===== config.mk =====
export PLATFORM = sky130hd
export DESIGN_NAME = sync_fifo
export DESIGN_NICKNAME = d
export VERILOG_FILES = /design/src/rtl/sync_fifo_pkg.sv /design/src/rtl/fifo_dpram.sv /design/src/rtl/sync_fifo.sv
export SDC_FILE = /design/constraint.sdc
export NUM_CORES = 1
export LEC_CHECK = 0
export BUFFER_PORTS_ARGS = -buffer_cell sky130_fd_sc_hd__buf_4
export CAP_MARGIN = 0
export CORE_MARGIN = 2
export CORE_UTILIZATION = 46
export CTS_BUF_LIST = sky130_fd_sc_hd__clkbuf_8
export CTS_CLUSTER_DIAMETER = 60
export DETAILED_ROUTE_END_ITERATION = 16
export MAX_ROUTING_LAYER = met4
export PLACE_DENSITY = 0.64
export SYNTH_ARGS = -nofsm -noshare
export SYNTH_HDL_FRONTEND = slang
export SYNTH_SLANG_ARGS = --single-unit

===== constraint.sdc =====
create_clock -name clk -period 2.6 [get_ports clk]
set_input_delay 0.13 -clock clk [delete_from_list [all_inputs] [get_ports clk]]
set_output_delay 0.13 -clock clk [all_outputs]
set_load 0.005 [all_outputs]

===== src/rtl/sync_fifo_pkg.sv =====
// Shared constants, depth helper and occupancy type for the synchronous FIFO.
package sync_fifo_pkg;

  localparam int DATA_W_DEF = 8;
  localparam int PTR_W_DEF  = 4;

  function automatic int fifo_depth(input int ptr_w);
    return 1 << ptr_w;
  endfunction

  typedef logic [PTR_W_DEF:0] count_t;

endpackage


===== src/rtl/fifo_dpram.sv =====
// Simple dual-port storage: one write port and one registered read port.
// A read and a write to the same slot in one cycle return the old entry.
module fifo_dpram #(
  parameter int DATA_W = 8,
  parameter int ADDR_W = 4
) (
  input  logic              clk,
  input  logic              rst,
  input  logic              we,
  input  logic [ADDR_W-1:0] wr_addr,
  input  logic [DATA_W-1:0] wr_data,
  input  logic              re,
  input  logic [ADDR_W-1:0] rd_addr,
  output logic [DATA_W-1:0] rd_data
);

  logic [DATA_W-1:0] mem [2**ADDR_W];

  // NOTE: the storage array has no reset; this keeps it mappable to RAM macros,
  // and the pointers guarantee no slot is read before it is written.
  always_ff @(posedge clk) begin
    if (we) begin
      mem[wr_addr] <= wr_data;
    end
  end

  always_ff @(posedge clk or posedge rst) begin
    if (rst) begin
      rd_data <= '0;
    end else if (re) begin
      // NOTE: non-blocking assignment samples mem before this edge's write lands,
      // which is what gives read-before-write on a shared slot.
      rd_data <= mem[rd_addr];
    end
  end

endmodule


===== src/rtl/sync_fifo.sv =====
// Synchronous FIFO with registered status, occupancy count and misuse pulses.
// Optional almost_full/almost_empty flags are built when SYNC_FIFO_ALMOST_EN is defined.
module sync_fifo
  import sync_fifo_pkg::*;
#(
  parameter int DATA_W = DATA_W_DEF,
  parameter int PTR_W  = PTR_W_DEF
`ifdef SYNC_FIFO_ALMOST_EN
  ,
  parameter int AF_LVL = fifo_depth(PTR_W) - 2,
  parameter int AE_LVL = 2
`endif
) (
  input  logic              clk,
  input  logic              rst,
  input  logic              wq,
  input  logic              rq,
  input  logic [DATA_W-1:0] wr_data,
  output logic [DATA_W-1:0] fo_data,
  output logic              full,
  output logic              empty,
  output logic [PTR_W:0]    count,
  output logic              overflow,
  output logic              underflow
`ifdef SYNC_FIFO_ALMOST_EN
  ,
  output logic              almost_full,
  output logic              almost_empty
`endif
);

  localparam int             DEPTH     = fifo_depth(PTR_W);
  localparam logic [PTR_W:0] CNT_DEPTH = (PTR_W+1)'(DEPTH);
  localparam logic [PTR_W:0] ONE       = (PTR_W+1)'(1);

  logic [PTR_W:0] wr_ptr;
  logic [PTR_W:0] rd_ptr;
  logic [PTR_W:0] count_nxt;
  logic           wr_ok;
  logic           rd_ok;

  // A write into a full FIFO is legal only when a read frees a slot on the same edge.
  assign wr_ok = wq & (~full | rq);
  assign rd_ok = rq & ~empty;

  always_comb begin
    // NOTE: default assignment first so every path drives count_nxt and no latch is inferred.
    count_nxt = count;
    unique case ({wr_ok, rd_ok})
      2'b10:   count_nxt = count + ONE;
      2'b01:   count_nxt = count - ONE;
      default: count_nxt = count;
    endcase
  end

  always_ff @(posedge clk or posedge rst) begin
    if (rst) begin
      wr_ptr    <= '0;
      rd_ptr    <= '0;
      count     <= '0;
      full      <= 1'b0;
      empty     <= 1'b1;
      overflow  <= 1'b0;
      underflow <= 1'b0;
    end else begin
      if (wr_ok) begin
        wr_ptr <= wr_ptr + ONE;
      end
      if (rd_ok) begin
        rd_ptr <= rd_ptr + ONE;
      end
      count     <= count_nxt;
      full      <= (count_nxt == CNT_DEPTH);
      empty     <= (count_nxt == '0);
      overflow  <= wq & ~wr_ok;
      underflow <= rq & ~rd_ok;
    end
  end

`ifdef SYNC_FIFO_ALMOST_EN
  localparam logic [PTR_W:0] AF_CNT = (PTR_W+1)'(AF_LVL);
  localparam logic [PTR_W:0] AE_CNT = (PTR_W+1)'(AE_LVL);

  always_ff @(posedge clk or posedge rst) begin
    if (rst) begin
      almost_full  <= 1'b0;
      almost_empty <= 1'b1;
    end else begin
      almost_full  <= (count_nxt >= AF_CNT);
      almost_empty <= (count_nxt <= AE_CNT);
    end
  end
`endif

  fifo_dpram #(
    .DATA_W (DATA_W),
    .ADDR_W (PTR_W)
  ) u_ram (
    .clk     (clk),
    .rst     (rst),
    .we      (wr_ok),
    .wr_addr (wr_ptr[PTR_W-1:0]),
    .wr_data (wr_data),
    .re      (rd_ok),
    .rd_addr (rd_ptr[PTR_W-1:0]),
    .rd_data (fo_data)
  );

endmodule


==> impl_metrics.csv <==
group,metric,value,unit
global_routing,antenna_found_initial,0,
floorplanning,core,0.0131,mm^2
setup_path,worst_path_dominant_cell_family,"simple AND/OR/NAND/NOR gates",
global_routing,grt_pass1_wl,18900,um
route,first_pass_iters,4,
setup_path,required,2.93,ns
sta,tns,0,ns
floorplanning,design.die.area,0.0143,mm^2
power_and_ir_drop,p_per_area,1030,mW/mm^2
sta,rsz0062_at_grt,"no",
sta,worstMarginPinSlew,0.991,ns
clock_network,post_cts_resized,0,
clock_network,clk_latency,0.43,ns
setup_path,critPathKind,"register to register",
cells_and_area,utilization,0.545,
synth,synthFlopType,"edfxtp_1",
clock_network,clk_pin_slew,0.08,ns
global_routing,grt_pass1_vias,3227,
route,drc_errors,0,
clock_network,cts_setup_buffers,0,
synth,seq_area_frac_synth,0.726,
route,wl_per_cell,20.9,um
job,max_cap_viol_count,0,
floorplanning,pin_count,29,
synth,syn-mean-instance-area,19.1,um^2
clock_network,clockBufferDepth,2,
synth,synth_warnings,0,
power_and_ir_drop,peakVddDrop,0.323,mV
sta,setup_viol,0,
run_status,status,"completed",
synth,synth_edf_count,128,
route,wl,12000,um
power_and_ir_drop,leakage,2.52,nW
floorplanning,start_util,0.469,
cells_and_area,drive_gt1_frac,0.309,
placed_design,place_congestion,0.829,
setup_path,arrival,2.68,ns
synth,syn-cell-area,0.00616,mm^2
sta,relSlewSlack,0.339,
setup_path,crit_path_max_incr_delay,0.41,ns
synth,synthArstFlopShare,0.163,
sta,period_share,0.903,
synth,synth_top_area_frac,0.624,
cells_and_area,final_common_cell,"edfxtp_1",
clock_network,root_buffer,"clkbuf_8",
sta,final_max_slew_viol_count,0,
clock_network,cts_tree,"done",
setup_path,crit_chain,"nor3b_2 > xor2_1 > ha_1 > nand3b_1 > o21ai_0 > o311ai_2 > xnor2_1 > nor4b_1",
setup_path,crit_slowest_cell,"nor3b_2",
synth,ys_top_cells_by_area,"edfxtp_1 (62%), mux4_2 (9.9%), dfrtp_1 (9.8%)",
sta,clock.fmax,426,MHz
synth,syn-instance-count,322,
route,vias,3097,
synth,ys_ff_latch,153,
sta,min_period,2.35,ns
synth,synth_cell_types,36,
floorplanning,die_w,120,um
cells_and_area,syn2layout_area_growth,16.3,%
cells_and_area,final_cell_mix,"edfxtp_1 (128), buf_4 (51), mux4_2 (27), dfrtp_1 (23), nor2_1 (18)",
global_routing,grt_max_degree,26,
floorplanning,placementRows,42,
setup_path,timing.critical_path.buf_inv,0,
route,first_iter_violations,251,
min_path,min_path_type,"primary input to register",
sta,skew,0.00910,ns
cells_and_area,layout.nets,404,
synth,yosysTopAreaCell,"edfxtp_1",
sta,hold_viol_final,0,
synth,synth_nets,341,
placed_design,dp.final_hpwl,7830,um
clock_network,htree_levels,4,
cells_and_area,antennaDiodeCount,0,
clock_network,cts_buffers,17,
clock_network,clock-sinks,153,
setup_path,cp-start-kind,"register",
global_routing,overflow,0,
setup_path,end_kind,"register",
floorplanning,fp.dieH,120,um
setup_path,crit_fanout,7,
placed_design,portBuffers,28,
setup_path,reg2reg_setup_slack,0.25,ns
global_routing,grt_usage,0.188,
route,postRouteAntennaNets,0,
route,viasPerCell,5.40,
clock_network,cts_hold_buf,9,
-- Yosys cell counts, types with 2 or more instances --
| cell | instances |
|---|---|
| and4bb_2 | 2 |
| nor3_1 | 11 |
| inv_1 | 8 |
| dfrtp_1 | 24 |
| nand2b_1 | 4 |
| buf_4 | 3 |
| nor4b_1 | 2 |
| a21oi_1 | 4 |
| mux2_2 | 9 |
| xor2_1 | 4 |
| a221o_1 | 7 |
| o311ai_0 | 2 |
| nor2_1 | 18 |
| nand4_1 | 2 |
| xnor2_1 | 7 |
| clkbuf_1 | 6 |
| mux4_1 | 5 |
| buf_2 | 3 |
| mux2i_1 | 8 |
| and2_1 | 3 |
| nand2_1 | 12 |
| mux4_2 | 27 |
| ha_1 | 7 |
| edfxtp_1 | 128 |
| buf_1 | 3 |
| o21ai_0 | 3 |
-- path summary, 6_finish.rpt --
| check | from | to | cells after the start |
|---|---|---|---|
| max | empty | empty | 8 |
| min | wr_data[1] | u_ram.mem[1][1] | 1 |
| max reg2reg | empty | empty | 8 |
| min reg2reg | u_ram.rd_data[6] | u_ram.rd_data[6] | 1 |
| max in group asynchronous | rst | rd_ptr[0] | 3 |
| min in group asynchronous | rst | underflow | 3 |
-- layer usage --
metal	GRT usage	vias to the layer above	wire [um]
li1	-	1406	-
met1	0.250	1595	5200
met2	0.288	81	6020
met3	0.0375	15	574
met4	0.0794	0	234
met5	-	-	0
-- kinds of logic after synthesis --
kind of cell    synth area share
compound gates            0.0246
xor+xnor                  0.0156
fa+ha+maj                 0.0142
buf+inv                   0.0215
flops                      0.726
mux                        0.150
simple gates              0.0487
-- layout make-up --
cell class	count	area [um^2]
inverters	8	30.0
clock inverters	15	160
multi-input cells	144	1560
fillers	1052	5970
clock buffers	17	234
well taps	176	220
flip-flops and latches	153	4470
repair buffers	61	493
-- power by group --
group,internal (W),switching [W],leakage [nW]
sequential,0.00305,0.000279,1.46
clock,0.000929,0.000842,0.183
combinational,0.00117,0.00111,0.874
total,0.00515,0.00223,2.52
-- through the flow --
stage	cells	setup WS [ns]	total power (W)	hold slack, ns	area [um^2]
2_1_floorplan	322	0.409	0.00490	0.157	6160
3_3_place_gp	533	0.377	0.00563	0.377	6680
3_5_place_dp	533	0.255	0.00569	0.381	6680
4_1_cts	574	0.239	0.00748	0.000653	7170
5_1_grt	574	0.0280	0.00777	0.0202	7170
6_report	574	0.253	0.00738	0.0357	7170
-- registers in the layout, summed over array words and instances, names as in the netlist --
signal / count
full: 1
wr_ptr: 4
u_ram.rd_data: 8
u_ram.mem: 128
underflow: 1
rd_ptr: 4
empty: 1
overflow: 1
count: 5
No activity file was read; power rests on OpenSTA's default activity.
